===== src/rtl/burst_read_scheduler.sv =====
// burst_read_scheduler: arbitrates two video-line read channels onto a single
// burst command port, one burst outstanding at a time. Each channel walks its
// frame buffer line by line and wraps to its base after the last line.
module burst_read_scheduler #(
    parameter int                    ADDR_WIDTH = 32,
    parameter logic [ADDR_WIDTH-1:0] CH0_BASE   = ADDR_WIDTH'(32'h0000_0000),
    parameter logic [ADDR_WIDTH-1:0] CH1_BASE   = ADDR_WIDTH'(32'h0080_0000),
    parameter int                    LINE_BYTES = 7680,
    parameter int                    V_DISP     = 1080
) (
    input  logic                  M_AXI_ACLK,
    input  logic                  M_AXI_ARESET,
    input  logic [1:0]            req_valid,
    input  logic [1:0]            req_frame_start,
    output logic [1:0]            req_ready,
    output logic                  burst_valid,
    input  logic                  burst_ready,
    output logic [ADDR_WIDTH-1:0] burst_addr,
    output logic                  burst_ch,
    input  logic                  burst_done,
    output logic [1:0]            frame_done,
    output logic                  busy
);

    localparam int CNT_W = (V_DISP > 1) ? $clog2(V_DISP) : 1;
    localparam logic [CNT_W-1:0]      LAST_LINE = CNT_W'(V_DISP - 1);
    localparam logic [ADDR_WIDTH-1:0] LINE_INC  = ADDR_WIDTH'(LINE_BYTES);
    localparam logic [1:0][ADDR_WIDTH-1:0] BASE = {CH1_BASE, CH0_BASE};

    localparam logic [1:0] ST_IDLE  = 2'd0;
    localparam logic [1:0] ST_ISSUE = 2'd1;
    localparam logic [1:0] ST_WAIT  = 2'd2;

    logic [1:0]                  state_q, state_d;
    logic                        last_grant_q, last_grant_d;
    logic                        burst_valid_q, burst_valid_d;
    logic [ADDR_WIDTH-1:0]       burst_addr_q, burst_addr_d;
    logic                        burst_ch_q, burst_ch_d;
    logic [1:0]                  frame_done_q, frame_done_d;
    logic [1:0][ADDR_WIDTH-1:0]  next_addr_q, next_addr_d;
    logic [1:0][CNT_W-1:0]       line_cnt_q, line_cnt_d;

    logic grant_ch;
    logic accept;

    // Round-robin grant; req_ready is only offered while idle and out of reset
    always_comb begin
        grant_ch = 1'b0;
        case (req_valid)
            2'b01:   grant_ch = 1'b0;
            2'b10:   grant_ch = 1'b1;
            2'b11:   grant_ch = ~last_grant_q;
            default: grant_ch = 1'b0;
        endcase
        req_ready = 2'b00;
        if (state_q == ST_IDLE && !M_AXI_ARESET && (|req_valid))
            req_ready[grant_ch] = 1'b1;
    end

    assign accept = |(req_valid & req_ready);

    // Next-state, command and per-channel line walker
    always_comb begin
        state_d       = state_q;
        last_grant_d  = last_grant_q;
        burst_valid_d = burst_valid_q;
        burst_addr_d  = burst_addr_q;
        burst_ch_d    = burst_ch_q;
        frame_done_d  = 2'b00;
        next_addr_d   = next_addr_q;
        line_cnt_d    = line_cnt_q;
        case (state_q)
            ST_IDLE: begin
                if (accept) begin
                    state_d       = ST_ISSUE;
                    burst_valid_d = 1'b1;
                    burst_ch_d    = grant_ch;
                    if (req_frame_start[grant_ch]) begin
                        // Frame start resynchronises the walker to line 0
                        burst_addr_d          = BASE[grant_ch];
                        next_addr_d[grant_ch] = BASE[grant_ch] + LINE_INC;
                        line_cnt_d[grant_ch]  = CNT_W'(1);
                    end else if (line_cnt_q[grant_ch] == LAST_LINE) begin
                        // Last line of the frame: wrap for the next frame
                        burst_addr_d           = next_addr_q[grant_ch];
                        next_addr_d[grant_ch]  = BASE[grant_ch];
                        line_cnt_d[grant_ch]   = '0;
                        frame_done_d[grant_ch] = 1'b1;
                    end else begin
                        burst_addr_d          = next_addr_q[grant_ch];
                        next_addr_d[grant_ch] = next_addr_q[grant_ch] + LINE_INC;
                        line_cnt_d[grant_ch]  = line_cnt_q[grant_ch] + CNT_W'(1);
                    end
                end
            end
            ST_ISSUE: begin
                if (burst_ready) begin
                    state_d       = ST_WAIT;
                    burst_valid_d = 1'b0;
                end
            end
            ST_WAIT: begin
                if (burst_done) begin
                    state_d      = ST_IDLE;
                    last_grant_d = burst_ch_q;
                end
            end
            default: begin
                state_d       = ST_IDLE;
                burst_valid_d = 1'b0;
            end
        endcase
    end

    // State registers; reset abandons any burst in flight
    always_ff @(posedge M_AXI_ACLK or posedge M_AXI_ARESET) begin
        if (M_AXI_ARESET) begin
            state_q       <= ST_IDLE;
            last_grant_q  <= 1'b1;
            burst_valid_q <= 1'b0;
            burst_addr_q  <= '0;
            burst_ch_q    <= 1'b0;
            frame_done_q  <= 2'b00;
            next_addr_q   <= BASE;
            line_cnt_q    <= '0;
        end else begin
            state_q       <= state_d;
            last_grant_q  <= last_grant_d;
            burst_valid_q <= burst_valid_d;
            burst_addr_q  <= burst_addr_d;
            burst_ch_q    <= burst_ch_d;
            frame_done_q  <= frame_done_d;
            next_addr_q   <= next_addr_d;
            line_cnt_q    <= line_cnt_d;
        end
    end

    assign burst_valid = burst_valid_q;
    assign burst_addr  = burst_addr_q;
    assign burst_ch    = burst_ch_q;
    assign frame_done  = frame_done_q;
    assign busy        = (state_q != ST_IDLE);

endmodule


===== config.mk =====
export PLATFORM = sky130hd
export DESIGN_NAME = burst_read_scheduler
export DESIGN_NICKNAME = d
export VERILOG_FILES = /design/src/rtl/burst_read_scheduler.sv
export SDC_FILE = /design/constraint.sdc
export NUM_CORES = 1
export LEC_CHECK = 0
export CAP_MARGIN = 20
export CORE_MARGIN = 2
export CORE_UTILIZATION = 63
export CTS_CLUSTER_SIZE = 28
export DETAILED_ROUTE_END_ITERATION = 12
export HOLD_SLACK_MARGIN = 0.02
export PLACE_DENSITY_LB_ADDON = 0.08
export SLEW_MARGIN = 10
export SYNTH_ARGS = -nofsm -noshare
export SYNTH_HDL_FRONTEND = slang
export SYNTH_SLANG_ARGS = --single-unit

===== constraint.sdc =====
create_clock -name M_AXI_ACLK -period 7.3 [get_ports M_AXI_ACLK]
set_input_delay 1.46 -clock M_AXI_ACLK [delete_from_list [all_inputs] [get_ports M_AXI_ACLK]]
set_output_delay 1.46 -clock M_AXI_ACLK [all_outputs]
set_load 0.05 [all_outputs]

==> summary.md, run 1 <==
| Metric | Value |
|---|---|
| Status | complete, no violations |
| CP dominant cell by count | clkdlybuf4s50_1 |
| Gp weighted congestion | 0.953 |
| Syn Area/Cell | 10.1 um^2 |
| Setup violators final | 0 |
| Commonest non-fill, non-tap cells in the layout | 123 x dfrtp_1, 77 x nand2_1, 46 x clkdlybuf4s50_1 |
| # Post-CTS Setup Buffers | 0 |
| DRC | 0 |
| Nets | 675 |
| CP cell instances | clkdlybuf4s50_1 -> a21boi_4 -> nand2_1 -> buf_4 -> clkinv_1 -> clkdlybuf4s50_1 |
| H-tree depth | 4 |
| Multi-input gate area | 3000 um^2 |
| Worst-skew pair later-pin latency | 520 ps |
| Antenna violations before repair | 0 |
| Ys async rst share | 1.00 |
| Crit path buf inv count | 4 |
| Die span in x | 104 um |
| GRT Total Usage | 0.319 |
| HP Class | flop to flop |
| Largest net degree at the start of global routing | 87 |
| Filler cells | 655 |
| Number of synthesized flops with an enable pin | 0 |
| Worst Skew | 7.11 ps |
| Pwr dens | 298 nW/um^2 |
| Io pins | 47 |
| Root Buffer | clkbuf_8 |
| Core area | 9770 um^2 |
| RSZ-0062 raised after global routing | false |
| CTS Buffer Depth | 2 |
| Pre-CTS WS | 2000 ps |
| Vias | 5,346 |
| Worst relative slew slack | 0.302 |
| Max FO, Critical Path | 28 |
| Synth Register Bits | 125 |
| Leakage | 3.23 nW |
| Cts hold-fix bufs | 0 |
| Critical-path top delay cell | clkdlybuf4s50_1 |
| Cell Area, Synth | 6350 um^2 |
| Synthesis-to-finish area growth | 18.0% |
| HPWL after detailed placement | 10,300 um |
| Post-synthesis sequential area ratio | 0.493 |
| Antenna viol nets, final | 0 |
| Total grt overflow | 0 |
| Die Y | 104 um |
| Top FF cell, synth | dfrtp_1 |
| Post-Route WL | 16,600 um |
| Worst-margin pin slew | 1050 ps |
| Clk pin slew, worst setup/hold paths | 60 ps |
| FF/Latch Area | 3130 um^2 |
| CP Capture Type | primary output |
| Post-cts resize count | 0 |
| Fin crit period | 5260 ps |
| Max_cap viols | 0 |
| Syn_nets | 639 |
| # diodes | 0 |
| Final period utilization | 0.721 |
| Sink Count | 125 |
| Top delay family on crit path | buffers and inverters |
| Count of cell types in the netlist | 67 |
| CP max stage delay | 800 ps |
| Crit path kind | primary input to primary output |
| Vias per cell | 6.59 |
| Routed wire per std cell | 20.5 um |
| Slew Viols, Final | 0 |
| CTS tree | yes |
| Leading cell type in the layout, fill and taps excluded | dfrtp_1 |
| Layout cells sized above 1 | 0.105 |
| TritonRoute pass-1 iters | 5 |
| Vias in the first global route | 5,251 |
| Final hold violation count | 0 |
| Synth Instances | 629 |
| Initial Util | 0.650 |
| Warnings, synthesis | 0 |
| Max Clk Rate | 190 MHz |
| Global-route wire length before repair | 27,400 um |
| Final worst slack | 2040 ps |
| CP Launch Type | primary input |
| Crit path DAT | 3800 ps |
| Number of buffers created by CTS | 17 |
| DRT iter0 DRCs | 554 |
| Rows | 36 |
| Fin util | 0.766 |
| Register-to-register setup slack | 3370 ps |
| Die area | 10,900 um^2 |
| Worst vdd ir | 0.155 mV |
| CP required | 5840 ps |
| Number of buffers added on ports | 46 |
| Setup TNS | 0 ps |
## routing by layer
layer  GRT usage  vias up  share of wire
met5           0        -              0
met4       0.125        0          0.020
met3      0.0614       35          0.082
met2       0.510      267           0.49
met1       0.432     2649           0.41
li1            -     2395              -
## area by class of cell
type / instances / area share
tap: 133 / 0.0222
clock buffer: 24 / 0.0615
clock inverter: 8 / 0.0124
inverter: 17 / 0.00885
sequential: 125 / 0.418
multi-input combinational: 446 / 0.400
timing repair buffer: 58 / 0.0772
## logic make-up (layout without fill, tap and decap cells)
| family | count (synthesis) | in the layout | synth area share |
|---|---|---|---|
| adders and majority gates | 2 | 2 | 0.00394 |
| buffers and inverters | 58 | 107 | 0.0400 |
| AOI/OAI and AO/OA | 176 | 176 | 0.199 |
| DFF | 125 | 125 | 0.493 |
| muxes | 47 | 47 | 0.0798 |
| and+or+nand+nor | 207 | 207 | 0.164 |
| xor gates and xnor gates | 14 | 14 | 0.0193 |
## worst register-to-register path, stage by stage (launching register included)
cell	delay, ps
dfstp_2	570
a21bo_2	600
nand2_1	140
nand2_1	90
ha_1	340
nand4_1	210
o22ai_2	210
buf_4	230
and2_1	690
nor2_1	430
a22o_1	300
## worst paths after layout
| check | startpoint | depth (start not counted) | endpoint |
|---|---|---|---|
| worst max-delay path | req_valid[1] | 6 | req_ready[1] |
| min in group asynchronous | M_AXI_ARESET | 2 | burst_addr[18]$_DFFE_PP0P_ |
| worst min register to register | burst_addr[29]$_DFFE_PP0P_ | 2 | burst_addr[29]$_DFFE_PP0P_ |
| worst min-delay path | burst_addr[29]$_DFFE_PP0P_ | 2 | burst_addr[29]$_DFFE_PP0P_ |
| worst max register to register | last_grant_q$_DFFE_PP1P_ | 10 | next_addr_q[50]$_DFFE_PP0P_ |
| max in group asynchronous | M_AXI_ARESET | 4 | next_addr_q[55]$_DFFE_PP1P_ |
## registers in the layout (all words and copies together) (netlist names)
signal / count
next_addr_q: 64
burst_ch: 1
state_q: 2
frame_done: 2
burst_addr: 32
line_cnt_q: 22
last_grant_q: 1
burst_valid: 1
## synthesized netlist by cell type (all sizes together), types with 2 or more instances
library cell,instances,area (um^2)
buf,17,98.9
nand3b,4,30.0
or3,4,25.0
xor2,10,87.6
a31oi,18,113
nand2b,6,37.5
mux2,10,120
or4,2,15.0
and3,6,37.5
nor3,9,45.0
ha,2,25.0
a21oi,27,143
nor4b,3,32.5
dfrtp,123,3080
or3b,2,17.5
nor2b,10,62.6
xnor2,4,35.0
dfstp,2,52.6
o211ai,4,35.0
mux2i,37,387
a21boi,2,15.0
inv,16,60.1
and2,10,62.6
nand4b,2,17.5
a211oi,11,95.1
nor2,20,75.1
o22a,2,17.5
o22ai,2,18.8
clkbuf,24,91.3
o21a,7,60.1
o41a,2,22.5
o21ai,31,155
nand4,14,87.6
nor4,2,18.8
o31ai,37,278
a22o,22,193
nand3,33,165
or2,2,12.5
o2bb2ai,2,17.5
a2111oi,2,42.5
nand2,77,289
## report_power, final
group | switching [mW] | internal [mW] | leakage [nW]
clock | 0.288 | 0.500 | 0.273
combinational | 0.374 | 0.185 | 1.28
sequential | 0.0958 | 0.785 | 1.68
total | 0.758 | 1.47 | 3.23
## stage by stage
stage	std cells	instance area, um^2	hold WS (ps)	total power, mW
after global placement	777	6890	459	1.42
after global routing	811	7490	498	2.33
after detailed placement	777	6890	466	1.44
after floorplan	629	6350	453	1.26
after CTS	809	7450	479	2.23
final	811	7490	472	2.23
No activity file was read; power rests on OpenSTA's default activity.
==> inputs of run 2 (changes only) <==
Settings changed: CORE_UTILIZATION 63 to 59.
Clock period 7.3 ns to 5.3 ns, I/O delays scaled along.
==> run 2 against run 1 <==
First-iteration DRC count down 10%. Setup slack worse by 880 ps. Sequential cell count unchanged. Utilization down 3.2 points. Sequential power up 37%.
==> summary.md, run 2 (same netlist as run 1, synthesis figures left out) <==
| Metric | Value |
|---|---|
| R2R Path Start | last_grant_q$_DFFE_PP1P_ |
| Worst relative slew slack | 0.266 (-0.0359) |
| Leakage | 3.29 nW (+1.8%) |
| Initial Util | 0.612 (-0.0373) |
| CTS tree | yes |
| # diodes | 0 (unchanged) |
| Global-route track usage on met1 | 0.428 (-0.00451) |
| Nets | 678 (+0.44%) |
| Pwr dens | 427 nW/um^2 (+44%) |
| Comb power frac | 0.241 (-0.010) |
| # Post-CTS Setup Buffers | 0 (unchanged) |
| Worst setup path startpoint | req_valid[0] |
| Root Buffer | clkbuf_8 |
| Max FO, Critical Path | 34 (+21%) |
| Number of buffers added on ports | 46 (unchanged) |
| Gp weighted congestion | 0.924 (-3.1%) |
| Status | complete, no violations |
| Worst vdd ir | 0.268 mV (+73%) |
| Core area | 10,400 um^2 (+6.1%) |
| Io pins | 47 (unchanged) |
| Clock power frac | 0.385 (+0.031) |
| Reg power frac | 0.373 (-0.022) |
| Synthesis-to-finish area growth | 19.9% |
| Sink Count | 125 (unchanged) |
| Hold Path Depth | 2 (unchanged) |
| Vias | 5,356 (+0.19%) |
| Global-route wire length before repair | 28,100 um (+2.8%) |
| Fin crit period | 4150 ps |
| Dpl cell area | 6950 um^2 (+0.78%) |
| Post-cts resize count | 0 (unchanged) |
| RSZ-0062 raised after global routing | false |
| NetSw | 1.08 mW (+42%) |
| Largest net degree at the start of global routing | 83 (-4.6%) |
| Crit path kind | primary input to primary output |
| Routed wire per std cell | 20.8 um (+1.3%) |
| Antenna violations before repair | 0 (unchanged) |
| Number of buffers created by CTS | 17 (unchanged) |
| DRC | 0 (unchanged) |
| CP Capture Type | primary output |
| Cts hold-fix bufs | 0 (unchanged) |
| Clk pin slew, worst setup/hold paths | 60 ps (about the same) |
| GR Util met2 | 0.487 (-0.0228) |
| Final hold violation count | 0 (unchanged) |
| Layout cells sized above 1 | 0.116 (+0.0113) |
| Max FFs per register | 64 (unchanged) |
| Internal | 2.18 mW (+48%) |
| Fin util | 0.734 (-0.0321) |
| Worst Skew | 9.46 ps (+2.35 ps) |
| CTS Buffer Depth | 2 (unchanged) |
| Finished Cell Area | 7610 um^2 (+1.7%) |
| Setup violators final | 0 (unchanged) |
| Final period utilization | 0.782 |
| Gr busiest metal | met2 |
| Max_cap viols | 0 (unchanged) |
| Rows | 37 (+2.8%) |
| Post-Route WL | 17,000 um (+2.1%) |
| Top reg by flops | next_addr_q |
| Die Y | 108 um (+3.2%) |
| Crit path DAT | 3090 ps (-710 ps) |
| Multi-input gate area | 3000 um^2 (unchanged) |
| HPWL after detailed placement | 10,400 um (+1.0%) |
| Leading cell type in the layout, fill and taps excluded | dfrtp_1 |
| Total grt overflow | 0 (unchanged) |
| DRT iter0 DRCs | 497 (-10%) |
| Max Clk Rate | 241 MHz |
| Met3 Use GR | 0.0702 (+0.00881) |
| Die span in x | 108 um (+3.2%) |
| Commonest non-fill, non-tap cells in the layout | 123 x dfrtp_1, 77 x nand2_1, 44 x clkdlybuf4s50_1 |
| Die area | 11,600 um^2 (+6.5%) |
| TritonRoute pass-1 iters | 6 (+1) |
| Worst Hold Launch | burst_addr[8]$_DFFE_PP0P_ |
| Switching share of total power | 0.331 (-0.00879) |
| Worst Hold End | burst_addr[8]$_DFFE_PP0P_ |
| H-tree depth | 4 (unchanged) |
| Worst-margin pin slew | 1100 ps (+49.9 ps) |
| Vias in the first global route | 5,413 (+3.1%) |
| Vias per cell | 6.56 (-0.55%) |
| GRT Total Usage | 0.315 (-0.00447) |
| Antenna viol nets, final | 0 (unchanged) |
| Worst-skew pair later-pin latency | 530 ps (about the same) |
| CP Launch Type | primary input |
| Slew Viols, Final | 0 (unchanged) |
| Setup TNS | 0 ps (unchanged) |
| Reg2reg end | next_addr_q[63]$_DFFE_PP0P_ |
| FF/Latch Area | 3130 um^2 (unchanged) |
| Filler cells | 758 (+16%) |
| Register-to-register setup slack | 1880 ps (-1490 ps) |
| HP Class | flop to flop |
| Worst r2r path cells | 9 (-1) |
| CP required | 4240 ps (-1600 ps) |
-- run 2: changes by cell type in the layout (fill, tap and decap cells not counted), sizes merged --
cell and change:
buf +5, bufinv +3, clkbuf -3, clkdlybuf4s50 -2, clkinv -1, clkinvlp +1
-- run 2: how the worst max path moves through the flow --
| stage | end | slack (ps) | cells after the start |
|---|---|---|---|
| after floorplan | burst_addr[0]$_DFFE_PP0P_ | 920 | 1 |
| after global placement | next_addr_q[63]$_DFFE_PP0P_ | 900 | 10 |
| after detailed placement | next_addr_q[58]$_DFFE_PP0P_ | 840 | 11 |
| after CTS | req_ready[1] | 1190 | 6 |
| after global routing | next_addr_q[63]$_DFFE_PP0P_ | 1010 | 10 |
| final | req_ready[1] | 1150 | 6 |
-- run 2: critical path, stage by stage --
cell and delay (ps):
clkdlybuf4s50_1 620, a21boi_4 120, buf_4 290, nand2_1 160
clkinv_1 470, buf_12 350
-- run 2: final cells by class --
cell class / count / share of cell area
sequential: 125 / 0.411
multi-input combinational: 446 / 0.393
timing repair buffer: 61 / 0.0805
clock buffer: 21 / 0.0590
clock inverter: 11 / 0.0248
tap: 136 / 0.0224
inverter: 17 / 0.00871
-- run 2: power groups by stage --
stage / Sequential (mW) / Clock (mW) / Combinational (mW)
2_1_floorplan: 1.31 / 0 / 0.432
3_3_place_gp: 1.22 / 0 / 0.753
3_5_place_dp: 1.22 / 0 / 0.769
4_1_cts: 1.21 / 1.26 / 0.777
5_1_grt: 1.23 / 1.31 / 0.845
6_report: 1.21 / 1.25 / 0.786
-- run 2: metrics by stage --
stage	hold WS [ps]	total power [mW]	instances	worst slack, ps
after floorplan	453	1.74	629	916
after global placement	459	1.97	784	898
after detailed placement	466	1.99	784	838
after CTS	479	3.25	816	1190
after global routing	496	3.38	817	1010
final	474	3.25	817	1150
-- run 2: per-layer routing --
metal / vias up / part of all wire
met5: - / 0
met4: 0 / 0.029
met3: 51 / 0.071
met2: 260 / 0.48
met1: 2652 / 0.42
li1: 2393 / -
